### src/rtl/hdmi_audio_buf.sv
// hdmi_audio_buf: stereo PCM FIFO plus 32 kHz pacer feeding the HDMI encoder.
// Samples arrive in bursts, are queued, and one pair is released per tick of
// a fractional accumulator identical to the encoder's own packet cadence.
`timescale 1ns/1ps
module hdmi_audio_buf #(
  parameter int DEPTH_LOG2 = 4,
  parameter int TICK_ADD   = 4,
  parameter int TICK_LIMIT = 3375
) (
  input  logic                  pixclk,
  input  logic                  reset,
  input  logic                  in_valid,
  input  logic [15:0]           in_left,
  input  logic [15:0]           in_right,
  output logic                  in_ready,
  output logic [15:0]           SampleL,
  output logic [15:0]           SampleR,
  output logic                  sample_tick,
  output logic [DEPTH_LOG2:0]   level,
  output logic                  underrun,
  output logic                  overrun,
  output logic                  dbg_run_o
);

  // Handshake: a pair transfers on any cycle with in_valid && in_ready.
  // in_valid while in_ready is low is not stalled: the pair is dropped and
  // overrun pulses the following cycle, so the source never has to hold data.

  localparam int                    DEPTH      = 1 << DEPTH_LOG2;
  localparam logic [DEPTH_LOG2:0]   LEVEL_FULL = (DEPTH_LOG2+1)'(DEPTH);
  localparam logic [DEPTH_LOG2:0]   LEVEL_HALF = (DEPTH_LOG2+1)'(DEPTH / 2);
  localparam logic [DEPTH_LOG2:0]   LEVEL_ONE  = (DEPTH_LOG2+1)'(1);
  localparam logic [DEPTH_LOG2-1:0] PTR_ONE    = DEPTH_LOG2'(1);
  localparam logic [11:0]           ACC_ADD    = 12'(TICK_ADD);
  localparam logic [11:0]           ACC_LIMIT  = 12'(TICK_LIMIT);

  typedef enum logic {
    S_FILL = 1'b0,
    S_RUN  = 1'b1
  } state_t;

  // Sample storage; contents are not reset.
  logic [15:0] mem_l [DEPTH];
  logic [15:0] mem_r [DEPTH];

  logic [11:0]           acc_q,    acc_d;
  logic [DEPTH_LOG2-1:0] wr_ptr_q, wr_ptr_d;
  logic [DEPTH_LOG2-1:0] rd_ptr_q, rd_ptr_d;
  logic [DEPTH_LOG2:0]   level_q,  level_d;
  state_t                state_q;
  logic [15:0]           sample_l_q;
  logic [15:0]           sample_r_q;
  logic                  underrun_q;
  logic                  overrun_q;

  logic full;
  logic empty;
  logic tick;
  logic push;
  logic pop;

  // Event decode: what happens to the FIFO this cycle.
  always_comb begin
    full  = (level_q == LEVEL_FULL);
    empty = (level_q == '0);
    tick  = (acc_q >= ACC_LIMIT);
    push  = in_valid && !full;
    pop   = (state_q == S_RUN) && tick && !empty;
  end

  // Next-state values for accumulator, pointers and occupancy counter.
  always_comb begin
    acc_d    = tick ? (acc_q - ACC_LIMIT + ACC_ADD) : (acc_q + ACC_ADD);
    wr_ptr_d = push ? (wr_ptr_q + PTR_ONE) : wr_ptr_q;
    rd_ptr_d = pop  ? (rd_ptr_q + PTR_ONE) : rd_ptr_q;
    level_d  = level_q;
    case ({push, pop})
      2'b10:   level_d = level_q + LEVEL_ONE;
      2'b01:   level_d = level_q - LEVEL_ONE;
      default: level_d = level_q;
    endcase
  end

  // Datapath registers: tick accumulator, FIFO pointers and level.
  always_ff @(posedge pixclk) begin
    if (reset) begin
      acc_q    <= '0;
      wr_ptr_q <= '0;
      rd_ptr_q <= '0;
      level_q  <= '0;
    end else begin
      acc_q    <= acc_d;
      wr_ptr_q <= wr_ptr_d;
      rd_ptr_q <= rd_ptr_d;
      level_q  <= level_d;
    end
  end

  // RAM write port; a dropped push never touches storage.
  always_ff @(posedge pixclk) begin
    if (push) begin
      mem_l[wr_ptr_q] <= in_left;
      mem_r[wr_ptr_q] <= in_right;
    end
  end

  // FILL/RUN controller with registered sample outputs and event pulses.
  // The FILL->RUN decision looks at the registered level, so a tick landing
  // on the transition cycle is ignored rather than popping early.
  always_ff @(posedge pixclk) begin
    if (reset) begin
      state_q    <= S_FILL;
      sample_l_q <= '0;
      sample_r_q <= '0;
      underrun_q <= 1'b0;
      overrun_q  <= 1'b0;
    end else begin
      underrun_q <= 1'b0;
      overrun_q  <= in_valid && full;
      case (state_q)
        S_FILL: begin
          if (level_q >= LEVEL_HALF) begin
            state_q <= S_RUN;
          end
        end
        S_RUN: begin
          if (tick) begin
            if (empty) begin
              underrun_q <= 1'b1;
              state_q    <= S_FILL;
            end else begin
              sample_l_q <= mem_l[rd_ptr_q];
              sample_r_q <= mem_r[rd_ptr_q];
            end
          end
        end
        default: state_q <= S_FILL;
      endcase
    end
  end

  assign in_ready    = !reset && !full;
  assign SampleL     = sample_l_q;
  assign SampleR     = sample_r_q;
  assign sample_tick = tick;
  assign level       = level_q;
  assign underrun    = underrun_q;
  assign overrun     = overrun_q;
  assign dbg_run_o   = (state_q == S_RUN);

`ifndef SYNTHESIS
  // Occupancy must stay within depth and agree with the pointer distance.
  always_ff @(posedge pixclk) begin
    if (!reset) begin
      assert (level_q <= LEVEL_FULL)
        else $error("hdmi_audio_buf: level %0d above depth", level_q);
      assert ((wr_ptr_q - rd_ptr_q) == level_q[DEPTH_LOG2-1:0])
        else $error("hdmi_audio_buf: pointer distance disagrees with level");
    end
  end
`endif

endmodule

### config.mk
export PLATFORM = sky130hd
export DESIGN_NAME = hdmi_audio_buf
export DESIGN_NICKNAME = d
export VERILOG_FILES = /design/src/rtl/hdmi_audio_buf.sv
export SDC_FILE = /design/constraint.sdc
export NUM_CORES = 1
export LEC_CHECK = 0
export CAP_MARGIN = 20
export CORE_MARGIN = 4
export CORE_UTILIZATION = 30
export DETAILED_ROUTE_END_ITERATION = 12
export HOLD_SLACK_MARGIN = 0.1
export SLEW_MARGIN = 0
export SYNTH_ARGS = -nofsm -noshare
export SYNTH_HDL_FRONTEND = slang
export SYNTH_SLANG_ARGS = --single-unit
### constraint.sdc
create_clock -name pixclk -period 12.4 [get_ports pixclk]
set_input_delay 2.48 -clock pixclk [delete_from_list [all_inputs] [get_ports pixclk]]
set_output_delay 2.48 -clock pixclk [all_outputs]
set_load 0.01 [all_outputs]
==> impl_metrics.tcl <==
set metrics [dict create \
    drv_slew 0 \
    drive_above_1_share 0.214 \
    insertion_delay_ps 620 \
    grt_max_degree 65 \
    yosysUniqueCellTypes 53 \
    die_y_um 280 \
    place_congestion 0.709 \
    drc 0 \
    cts_hold_buffers 0 \
    h-tree-depth 2 \
    yosysSeqAreaShare 0.746 \
    p_per_area_mw_per_mm2 151 \
    rr_startpoint "rd_ptr_q[0]" \
    die_w_um 280 \
    synth_area_per_cell_sq_um 19.8 \
    synthTopCellsByArea "edfxtp_1 69%, mux4_2 13%, dfxtp_1 5.4%" \
    tns_ps 0 \
    worst_slack_ps 6060 \
    nNetsFinal 1256 \
    yosys-top-cells-count "512 x edfxtp_1, 128 x mux4_2, 60 x dfxtp_1" \
    crit_path_end_kind "primary output" \
    startpoint "reset" \
    yosys.area.top_type "edfxtp_1" \
    antenna_cells 0 \
    vdd_drop_max_v 0.000110 \
    yosysMostFrequentCell "edfxtp_1" \
    slowest_delay_ps 500 \
    io_buffers 76 \
    finalWirelength_um 47400 \
    hold_class "reg2reg" \
    ys_ff_latch 572 \
    path_cells "clkdlybuf4s50_1 -> buf_4 -> a21oi_1 -> clkdlybuf4s50_1" \
    cts_tree "done" \
    cts_sinks 572 \
    synth_top_area_share 0.692 \
    setup_viol 0 \
    finalInstanceArea_sq_mm 0.0260 \
    viasPerCell 4.85 \
    fin_crit_sh 0.511 \
    overflow 0 \
    design_power_total_uw 3920 \
    max_slew_margin 0.342 \
    place_area_sq_mm 0.0242 \
    dr.pass1.iters 4 \
    netlist_area_sq_mm 0.0222 \
    die-area_sq_mm 0.0784 \
    path_delay_family "buffers and inverters" \
    grt_pass1_vias 11400 \
    worst_pin_slew_ps 987 \
    core-area_sq_mm 0.0732 \
    avgRoutedWirePerCell_um 21.4 \
    synth_fp_nets 1168 \
    hp-start "acc_q[11]" \
    first_iter_violations 868 \
    slowest_stage "clkdlybuf4s50_1" \
    worstHoldPathCells 2 \
    fin_skew_ps 38.1 \
    antenna_found_initial 1 \
    cp.required_ps 9920 \
    track_usage 0.122 \
    hold_violations 0 \
    ys_warn_count 0 \
    max_freq_ghz 0.158 \
    outcome "finished, final reports clean" \
    cap_viol_max_count 0 \
    synth-edff-count 512 \
    max-clock-path-buffers 3 \
    crit_path_frequent_cell "clkdlybuf4s50_1" \
    ys.flop_type "edfxtp_1" \
    cts_buffers 56 \
    area_delta_synth_final_pct 17.1 \
    fin_crit_ps 6340 \
    post_cts_buffers 0 \
    worstSetupPathType "in2out" \
    postRouteAntennaNets 0 \
    ios 77 \
    cp-start-kind "input pin" \
    ctsResizeCount 0 \
    cts_root_buffer "clkbuf_16" \
    path_buf_inv 3 \
    p_leak_uw 0.00790 \
    start_util 0.303 \
    postSynthCellCount 1121 \
    synthArstFlopShare 0 \
    arrival_ps 3860 \
    clk_pin_slew_ps 60 \
    rows 99 \
    grt_pass1_wl_um 72800 \
    post-place-ws_ps 6040 \
    critPathMaxFanout 37 \
    ff2ff_path_depth 7 \
    via_count 10700 \
    crit_cells 4 \
    rsz0062_at_grt "no" \
    dpl.hpwl_um 26500 \
]
==> state kept, by name (all words and copies together), names as in the netlist <==
name and flops:
rd_ptr_q 4, underrun 1, mem_l 256, wr_ptr_q 4, SampleL 16, SampleR 16, acc_q 12, dbg_run_o 1
overrun 1, level 5, mem_r 256
==> final timing paths <==
check / end / slack, ps
worst min register to register: acc_q[11] / 480
worst min-delay path: acc_q[11] / 480
worst max register to register: SampleL[4] / 8780
worst max-delay path: in_ready / 6060
==> kinds of logic after synthesis <==
group / synth area share
buffers and inverters: 0.0173
muxes: 0.150
adders and majority gates: 0.00676
DFF: 0.746
xor gates and xnor gates: 0.00434
AOI/OAI and AO/OA: 0.0435
and+or+nand+nor: 0.0316
==> area by class of cell <==
type	count	area (sq um)
well taps	959	1200
clock buffers	70	1490
fillers	6679	47200
inverters	9	33.8
clock inverters	33	355
repair buffers	101	968
multi-input cells	469	5360
flip-flops and latches	572	16600
==> layer usage <==
metal | share of wire | up-vias | global-route usage
li1 | - | 4765 | -
met2 | 0.49 | 220 | 0.206
met3 | 0.044 | 63 | 0.0245
met1 | 0.44 | 5687 | 0.163
met4 | 0.017 | 2 | 0.0266
met5 | 0.00027 | - | 0
==> tightest hold or removal path, stage by stage (launching register included) <==
cell and delay (ps):
dfxtp_1 330, nand2_1 60, o21ai_1 50
==> report_power, final <==
part | internal, uW | switching [uW] | leakage [uW] | total [uW]
clock | 981 | 713 | 0.000910 | 1690
sequential | 2120 | 8.21 | 0.00511 | 2130
combinational | 36.7 | 64.0 | 0.00187 | 101
==> stage by stage <==
step           hold WS [ps]  cells  utilization
6_report                478   2213        0.355
5_1_grt                 495   2213        0.355
4_1_cts                 477   2213        0.355
3_5_place_dp            460   2110        0.330
3_3_place_gp            451   2109        0.330
2_1_floorplan           441   1121            -
==> layout by cell type (no fill, tap or decap), types with 3 or more instances in the layout <==
cell             instances
a21o_1                   3
o211ai_1                 3
ha_1                    12
mux4_2                 128
edfxtp_1               512
nor4_1                   3
nand3_1                  6
nor2_1                  21
clkinv_2                13
nand4_1                  3
clkbuf_8                 4
nand2b_1                 4
nor2b_1                 39
bufinv_16                6
clkinv_1                 8
clkbuf_1                10
nand2_1                 19
nor3_2                   4
mux2i_1                 37
inv_1                    8
mux2_1                   5
nor2_4                  13
nor3_1                   4
xnor2_1                  4
o21ai_0                 10
dfxtp_1                 56
clkbuf_16               56
a211oi_1                33
a21oi_1                 44
clkdlybuf4s50_1         76
xor2_1                   7
buf_4                   24
nor3b_1                  4
dfxtp_4                  3
a22o_1                  32
Note: power is estimated with default switching activity, not from simulation.
